$ cat config.mk
export PLATFORM = sky130hd
export DESIGN_NAME = rtc_ad_bus_ctrl
export DESIGN_NICKNAME = d
export VERILOG_FILES = /design/src/rtl/rtc_pkg.sv /design/src/rtl/rtc_phase_timer.sv /design/src/rtl/rtc_ad_bus_ctrl.sv
export SDC_FILE = /design/constraint.sdc
export NUM_CORES = 1
export LEC_CHECK = 0
export CORE_ASPECT_RATIO = 1.4
export CORE_MARGIN = 2
export CORE_UTILIZATION = 52
export CTS_BUF_LIST = sky130_fd_sc_hd__clkbuf_2 sky130_fd_sc_hd__clkbuf_4 sky130_fd_sc_hd__clkbuf_8
export DETAILED_ROUTE_END_ITERATION = 8
export PLACE_DENSITY_LB_ADDON = 0.12
export SYNTH_ARGS = -nofsm -noshare
export SYNTH_HDL_FRONTEND = slang
export SYNTH_SLANG_ARGS = --single-unit
$ cat constraint.sdc
create_clock -name clk -period 3.4 [get_ports clk]
set_input_delay 1.02 -clock clk [delete_from_list [all_inputs] [get_ports clk]]
set_output_delay 1.02 -clock clk [all_outputs]
set_load 0.02 [all_outputs]
$ cat src/rtl/rtc_pkg.sv
// Shared definitions for the RTC multiplexed address/data bus engine:
// the phase encoding, strobe levels and the w_r direction codes.
package rtc_pkg;

    typedef enum logic [2:0] {
        StIdle = 3'd0,
        StAddr = 3'd1,
        StGap1 = 3'd2,
        StData = 3'd3,
        StGap2 = 3'd4,
        StDone = 3'd5
    } rtc_state_e;

    // RTC strobes are active-low
    localparam logic STROBE_IDLE   = 1'b1;
    localparam logic STROBE_ACTIVE = 1'b0;

    localparam logic W_R_WRITE = 1'b1;
    localparam logic W_R_READ  = 1'b0;

endpackage

$ cat src/rtl/rtc_phase_timer.sv
// Loadable down-counter with a zero flag; one instance times every phase of a bus access.
module rtc_phase_timer #(
    parameter int unsigned CNT_W = 6
) (
    input  logic             clk,
    input  logic             reset,
    input  logic             load,
    input  logic [CNT_W-1:0] load_val,
    output logic             zero
);

    logic [CNT_W-1:0] cnt_q;

    always_ff @(posedge clk) begin
        if (reset) begin
            cnt_q <= '0;
        end else if (load) begin
            cnt_q <= load_val;
        end else if (cnt_q != '0) begin
            cnt_q <= cnt_q - 1'b1;
        end
    end

    assign zero = (cnt_q == '0);

endmodule

$ cat src/rtl/rtc_ad_bus_ctrl.sv
// Bus-cycle engine for the RTC multiplexed AD port: ADDR, GAP1, DATA, GAP2, DONE per access.
// Define RTC_AD_SYNC_EN to pass ad_in through a 2-flop synchronizer before read capture.
module rtc_ad_bus_ctrl #(
    parameter int unsigned T_ADDR = 10,
    parameter int unsigned T_GAP  = 10,
    parameter int unsigned T_DATA = 10,
    parameter int unsigned CNT_W  = 6
) (
    input  logic       clk,
    input  logic       reset,
    input  logic       do_it,
    input  logic       w_r,
    input  logic [7:0] addr,
    input  logic [7:0] wdata,
    input  logic [7:0] ad_in,
    output logic [7:0] ad_out,
    output logic       ad_oe,
    output logic       cs,
    output logic       rd,
    output logic       wr,
    output logic       a_d,
    output logic       send_add,
    output logic       send_data,
    output logic       read_data,
    output logic [7:0] rdata,
    output logic       busy,
    output logic       done
);

    import rtc_pkg::*;

    localparam logic [CNT_W-1:0] LD_ADDR = CNT_W'(T_ADDR - 1);
    localparam logic [CNT_W-1:0] LD_GAP  = CNT_W'(T_GAP - 1);
    localparam logic [CNT_W-1:0] LD_DATA = CNT_W'(T_DATA - 1);

    rtc_state_e       state_q, state_d;
    logic             do_it_q;
    logic             start;
    logic             w_r_q;
    logic [7:0]       addr_q, wdata_q, rdata_q;
    logic             tmr_load;
    logic [CNT_W-1:0] tmr_val;
    logic             tmr_zero;
    logic             capture;
    logic [7:0]       cap_val;

    rtc_phase_timer #(
        .CNT_W (CNT_W)
    ) u_timer (
        .clk      (clk),
        .reset    (reset),
        .load     (tmr_load),
        .load_val (tmr_val),
        .zero     (tmr_zero)
    );

    assign start = (state_q == StIdle) & do_it & ~do_it_q & ~reset;

    always_ff @(posedge clk) begin
        if (reset) begin
            state_q <= StIdle;
            do_it_q <= 1'b0;
        end else begin
            state_q <= state_d;
            do_it_q <= do_it;
        end
    end

    always_ff @(posedge clk) begin
        if (reset) begin
            w_r_q   <= W_R_READ;
            addr_q  <= '0;
            wdata_q <= '0;
        end else if (start) begin
            w_r_q   <= w_r;
            addr_q  <= addr;
            wdata_q <= wdata;
        end
    end

    always_comb begin
        state_d  = state_q;
        tmr_load = 1'b0;
        tmr_val  = '0;
        case (state_q)
            StIdle: if (start) begin
                state_d  = StAddr;
                tmr_load = 1'b1;
                tmr_val  = LD_ADDR;
            end
            StAddr: if (tmr_zero) begin
                state_d  = StGap1;
                tmr_load = 1'b1;
                tmr_val  = LD_GAP;
            end
            StGap1: if (tmr_zero) begin
                state_d  = StData;
                tmr_load = 1'b1;
                tmr_val  = LD_DATA;
            end
            StData: if (tmr_zero) begin
                state_d  = StGap2;
                tmr_load = 1'b1;
                tmr_val  = LD_GAP;
            end
            StGap2: if (tmr_zero) state_d = StDone;
            StDone: state_d = StIdle;
            default: state_d = StIdle;
        endcase
    end

    always_comb begin
        cs        = STROBE_IDLE;
        rd        = STROBE_IDLE;
        wr        = STROBE_IDLE;
        a_d       = 1'b1;
        ad_oe     = 1'b0;
        ad_out    = '0;
        send_add  = 1'b0;
        send_data = 1'b0;
        read_data = 1'b0;
        done      = 1'b0;
        case (state_q)
            StAddr: begin
                cs       = STROBE_ACTIVE;
                wr       = STROBE_ACTIVE;
                a_d      = 1'b0;
                ad_oe    = 1'b1;
                ad_out   = addr_q;
                send_add = 1'b1;
            end
            StGap1: begin
                // A read releases the bus one cycle early so ad_oe never moves with rd falling
                ad_oe  = (w_r_q == W_R_WRITE) | ~tmr_zero;
                ad_out = addr_q;
            end
            StData: begin
                cs = STROBE_ACTIVE;
                if (w_r_q == W_R_WRITE) begin
                    wr        = STROBE_ACTIVE;
                    ad_oe     = 1'b1;
                    ad_out    = wdata_q;
                    send_data = 1'b1;
                end else begin
                    rd        = STROBE_ACTIVE;
                    read_data = 1'b1;
                end
            end
            StDone: done = 1'b1;
            default: ;
        endcase
    end

    assign busy = (state_q != StIdle) | start;

`ifdef RTC_AD_SYNC_EN
    logic [7:0] ad_s1_q, ad_s2_q;
    logic       cap_p1_q, cap_p2_q;

    // The strobe trails the last DATA cycle by two flops, matching the synchronizer depth
    always_ff @(posedge clk) begin
        if (reset) begin
            ad_s1_q  <= '0;
            ad_s2_q  <= '0;
            cap_p1_q <= 1'b0;
            cap_p2_q <= 1'b0;
        end else begin
            ad_s1_q  <= ad_in;
            ad_s2_q  <= ad_s1_q;
            cap_p1_q <= (state_q == StData) & tmr_zero & (w_r_q == W_R_READ);
            cap_p2_q <= cap_p1_q;
        end
    end

    assign capture = cap_p2_q;
    assign cap_val = ad_s2_q;
`else
    assign capture = (state_q == StData) & tmr_zero & (w_r_q == W_R_READ);
    assign cap_val = ad_in;
`endif

    always_ff @(posedge clk) begin
        if (reset) begin
            rdata_q <= '0;
        end else if (capture) begin
            rdata_q <= cap_val;
        end
    end

    assign rdata = rdata_q;

endmodule
-- Word level (Yosys, flattened, before mapping)
Cells that the tools add are included.
- reductions and logical operators: 9
- bitwise operators: 11
- multiplexer cells: 27
- equality and inequality tests: 10
- $add $sub $neg: 1
- operator list (kind ; number):
    case mux 8 bit (2 select lines) ; 1
    2-to-1 mux 3 bit ; 5
    case mux 3 bit (5 select lines) ; 1
    2-to-1 mux 6 bit ; 2
    2-to-1 mux 1 bit ; 11
    != test 2 bit (second input constant) ; 5
    2-to-1 mux 4 bit ; 2
    2-to-1 mux 8 bit ; 1
    case mux 4 bit (2 select lines) ; 1
    equality test 3 x 2 -> 1 bit (second input constant) ; 2
    equality test 3 bit (second input constant) ; 2
    logical NOT 6 bit ; 1
    nonzero test 6 bit ; 1
    subtractor 6 x 1 -> 6 bit (second input constant) ; 1
    bitwise AND 1 bit ; 5
    AND reduction 5 bit ; 1
    inverter 1 bit ; 4
    case mux 1 bit (2 select lines) ; 2
    OR reduction 2 bit ; 2
    equality test 3 x 1 -> 1 bit (second input constant) ; 1
    logical NOT 3 bit ; 1
    case mux 1 bit (3 select lines) ; 1
    nonzero test 3 bit ; 1
    OR reduction 3 bit ; 1
    other kinds (2) ; 3
- logic and storage cells: 65
- flip-flop bits (word level): 35
- bits of input ports: 28

-- Longest topological paths before layout
- word-level depth: 7
- mapped depth: 7
- mapped depth without buffers: 6

-- Modules after synthesis
From an unflattened synthesis, not the netlist that was laid out.
- cell total of the unflattened synthesis: 204
- area total of the unflattened synthesis: 1888.1 µm²
- modules (own cells, without submodules) (module ; sequential area each (µm²) ; area an instance (µm²) ; times used ; cells an instance):
    rtc_ad_bus_ctrl ; 580.6 ; 1492.7 ; 1 ; 158
    rtc_phase_timer ; 120.1 ; 395.4 ; 1 ; 46

-- Worst setup path before layout
Ideal clock, no wire load.
- kind: input to output
- from: input port reset
- to: output port busy
- required time: 2.380 ns
- cell stages on the path: 2
- slack: 0.817 ns
- data arrival time: 1.563 ns
- buffers on the path: 0
- cells stage by stage: or3b_1 -> nand2_1
- word-level cells in the longest chain between the ends: 3
- RTL lines (element ; RTL line ; text):
    start: declaration ; rtc_ad_bus_ctrl.sv:10 ; input logic reset,
    inverter 1 bit ; rtc_ad_bus_ctrl.sv:57 ; assign start = (state_q == StIdle) & do_it & ~do_it_q & ~reset;
    bitwise AND 1 bit ; rtc_ad_bus_ctrl.sv:57 ;
    bitwise OR 1 bit ; rtc_ad_bus_ctrl.sv:154 ; assign busy = (state_q != StIdle) | start;
    end: declaration ; rtc_ad_bus_ctrl.sv:26 ; output logic busy,
No other way between the ends.

-- Worst setup path after layout
- from: input port do_it
- to: output port busy
- word-level cells in the longest chain between the ends: 4
- RTL lines (element ; RTL line ; text):
    start: declaration ; rtc_ad_bus_ctrl.sv:11 ; input logic do_it,
    bitwise AND 1 bit (3 in series) ; rtc_ad_bus_ctrl.sv:57 ;
    bitwise OR 1 bit ; rtc_ad_bus_ctrl.sv:154 ;
No other way between the ends.

==> impl_metrics.env <==
export IMPL_status="finished, final reports clean"
export IMPL_synth_seq_area_share_pct=40.3
export IMPL_drc_errors=0
export IMPL_netlist_area_sq_um=1740
export IMPL_vias=1694
export IMPL_routed_wl_um=3970
export IMPL_crit_arrival_ns=2.24
export IMPL_n_antenna_cell=0
export IMPL_cts_root_buf="clkbuf_8"
export IMPL_drt_wirelength_per_cell_um=12.3
export IMPL_hold_start="rdata[7]"
export IMPL_die_w_um=52.9
export IMPL_rrSetupSlack_ns=1.57
export IMPL_synth_seq_cells=35
export IMPL_cp_required_ns=2.38
export IMPL_io_buffers=53
export IMPL_syn_area_per_cell_sq_um=7.50
export IMPL_place_hpwl_um=2700
export IMPL_yosysWarnings=0
export IMPL_ant_nets=0
export IMPL_worstHoldEndpoint="rdata[7]"
export IMPL_final_common_cell="clkdlybuf4s50_1"
export IMPL_crit_fanout=2
export IMPL_synth_cells=232
export IMPL_initial_core_util_pct=55.2
export IMPL_vias_per_cell=5.24
export IMPL_die_h_um=72.4
export IMPL_worstReg2RegStart="state_q[2]"
export IMPL_fin_worst_skew_ns=0.00368
export IMPL_ir_worst_vdd_mv=0.395
export IMPL_power_density_nw_per_um2=538
export IMPL_period_minus_slack_ns=3.26
export IMPL_grt_first_pass_wirelength_um=6730
export IMPL_cts_sinks=35
export IMPL_area_growth_pct=37.1
export IMPL_slew_limit_headroom_pct=61.3
export IMPL_clkSlewWorstSetupHoldPaths_ns=0.07
export IMPL_post_route_util_pct=75.6
export IMPL_num_io_pins=54
export IMPL_ys_types=34
export IMPL_rsz0062_at_grt="false"
export IMPL_fp_row_count=24
export IMPL_cts_hold_buf=0
export IMPL_drive_above_1_share_pct=8.10
export IMPL_syn_num_nets=262
export IMPL_fmax_mhz=307
export IMPL_drt_iter0_markers=48
export IMPL_worst_pin_slew_ns=0.580
export IMPL_drt_first_pass_iters=4
export IMPL_cts_max_path_buffers=2
export IMPL_coreArea_sq_um=3150
export IMPL_finalMaxSlewViolations=0
export IMPL_endpoint_kind="primary output"
export IMPL_r2r_cells=5
export IMPL_routabilityCongestion=0.696
export IMPL_max_cap_violations=0
export IMPL_grt_max_degree=40
export IMPL_track_usage_pct=23.3
export IMPL_grt_overflow_total=0
export IMPL_fin_crit_sh_pct=95.9
export IMPL_setup_viol=0
export IMPL_grt_pass1_vias=1612
export IMPL_cts_htree_levels=2
export IMPL_holdWs_ns=0.456
export IMPL_whs_path_depth=2
export IMPL_cp_start_kind="input port"
export IMPL_die_area_sq_um=3830
export IMPL_power_total_mw=1.28
export IMPL_hold_viol_final=0
export IMPL_cts_tree="built"
export IMPL_fin_area_sq_um=2380
export IMPL_layout_nets=313
export IMPL_cts_inserted_buffers=5
export IMPL_critPathKind="input port to primary output"
export IMPL_mostFrequentLayoutCells="52 x clkdlybuf4s50_1, 38 x nand2_1, 35 x dfxtp_1, 24 x nor2_1, 22 x a21oi_1"
export IMPL_placed_cell_area_sq_um=2280
export IMPL_place_inst=315
export IMPL_antenna_found_initial=0
export IMPL_nFillCells=255
export IMPL_insertion_delay_ns=0.29
export IMPL_hold_path_class="flop to flop"
export IMPL_p_leak_nw=0.908
export IMPL_final_cells=323
export IMPL_r2r_end="u_timer.cnt_q[2]"
==> cells in the mapped netlist, drive strengths merged <==
library cell  instances  area [sq um]
nand3                18           100
xnor2                 2          17.5
nor2b                 5          36.3
o21ai                19          95.1
o21a                  1          7.51
nand2b                9          56.3
a21oi                22           110
ha                    2          25.0
o21ba                 2          20.0
or3b                  2          17.5
o311a                 1          10.0
xor2                  2          17.5
or3                   2          12.5
and2                  2          12.5
and3b                 1          8.76
buf                  10          66.3
and3                  1          6.26
nor3                  5          25.0
inv                  13          48.8
o31ai                 8          60.1
nand2                38           143
clkbuf                6          22.5
nor2                 24          90.1
nor3b                 1          18.8
dfxtp                35           701
mux2                  1          11.3
==> stage by stage <==
step	setup TNS [ns]	worst slack, ns
2_1_floorplan	0	0.817
3_3_place_gp	-0.119	-0.119
3_5_place_dp	-0.131	-0.131
4_1_cts	0	0.133
5_1_grt	0	0.0618
6_report	0	0.138
==> final cells by class <==
cell class / instances / area [sq um] / area share, %
timing repair buffer: 60 / 582 / 24.4
clock buffer: 7 / 96.3 / 4.04
inverter: 13 / 48.8 / 2.05
clock inverter: 1 / 7.51 / 0.315
sequential: 35 / 701 / 29.4
multi-input combinational: 168 / 901 / 37.8
tap: 39 / 48.8 / 2.05
==> layer usage <==
| layer | up-vias | share of wire (%) | GRT usage, % |
|---|---|---|---|
| li1 | 873 | - | - |
| met1 | 773 | 41 | 23.8 |
| met2 | 40 | 52 | 43.2 |
| met3 | 8 | 5.5 | 6.17 |
| met4 | 0 | 1.6 | 9.69 |
| met5 | - | 0 | 0 |
==> registers in the layout, summed over array words and instances, names as in the netlist <==
register,cells
addr_q,8
do_it_q,1
rdata,8
state_q,3
u_timer.cnt_q,6
w_r_q,1
wdata_q,8
==> cells by family after synthesis <==
logic type / after synthesis / share of synthesized area, %
buf+inv: 29 / 7.91
fa+ha+maj: 2 / 1.44
xor+xnor: 4 / 2.01
compound gates: 53 / 17.4
simple gates: 108 / 30.3
mux: 1 / 0.647
flops: 35 / 40.3
==> worst max-delay path: stages <==
cell and delay, ns:
clkdlybuf4s50_1 0.47, or3b_1 0.36, nand2_1 0.06, dlygate4sd2_1 0.33
==> how the worst max path moves through the flow <==
stage          start    to  slack [ns]  depth (start not counted)
2_1_floorplan  reset  busy        0.82                          2
3_3_place_gp   do_it  busy       -0.12                          4
3_5_place_dp   do_it  busy       -0.13                          4
4_1_cts        do_it  busy        0.13                          4
5_1_grt        do_it  busy        0.06                          4
6_report       do_it  busy        0.14                          4
==> power by group <==
| part | internal [mW] | switching, mW |
|---|---|---|
| logic | 0.205 | 0.243 |
| clock network | 0.184 | 0.150 |
| registers | 0.462 | 0.0382 |
==> what timing repair did <==
item	CTS	global route
setup endpoints to repair	1	0
setup buffers	0	0
gates resized for setup	1	0
Note: power is estimated with default switching activity, not from simulation.
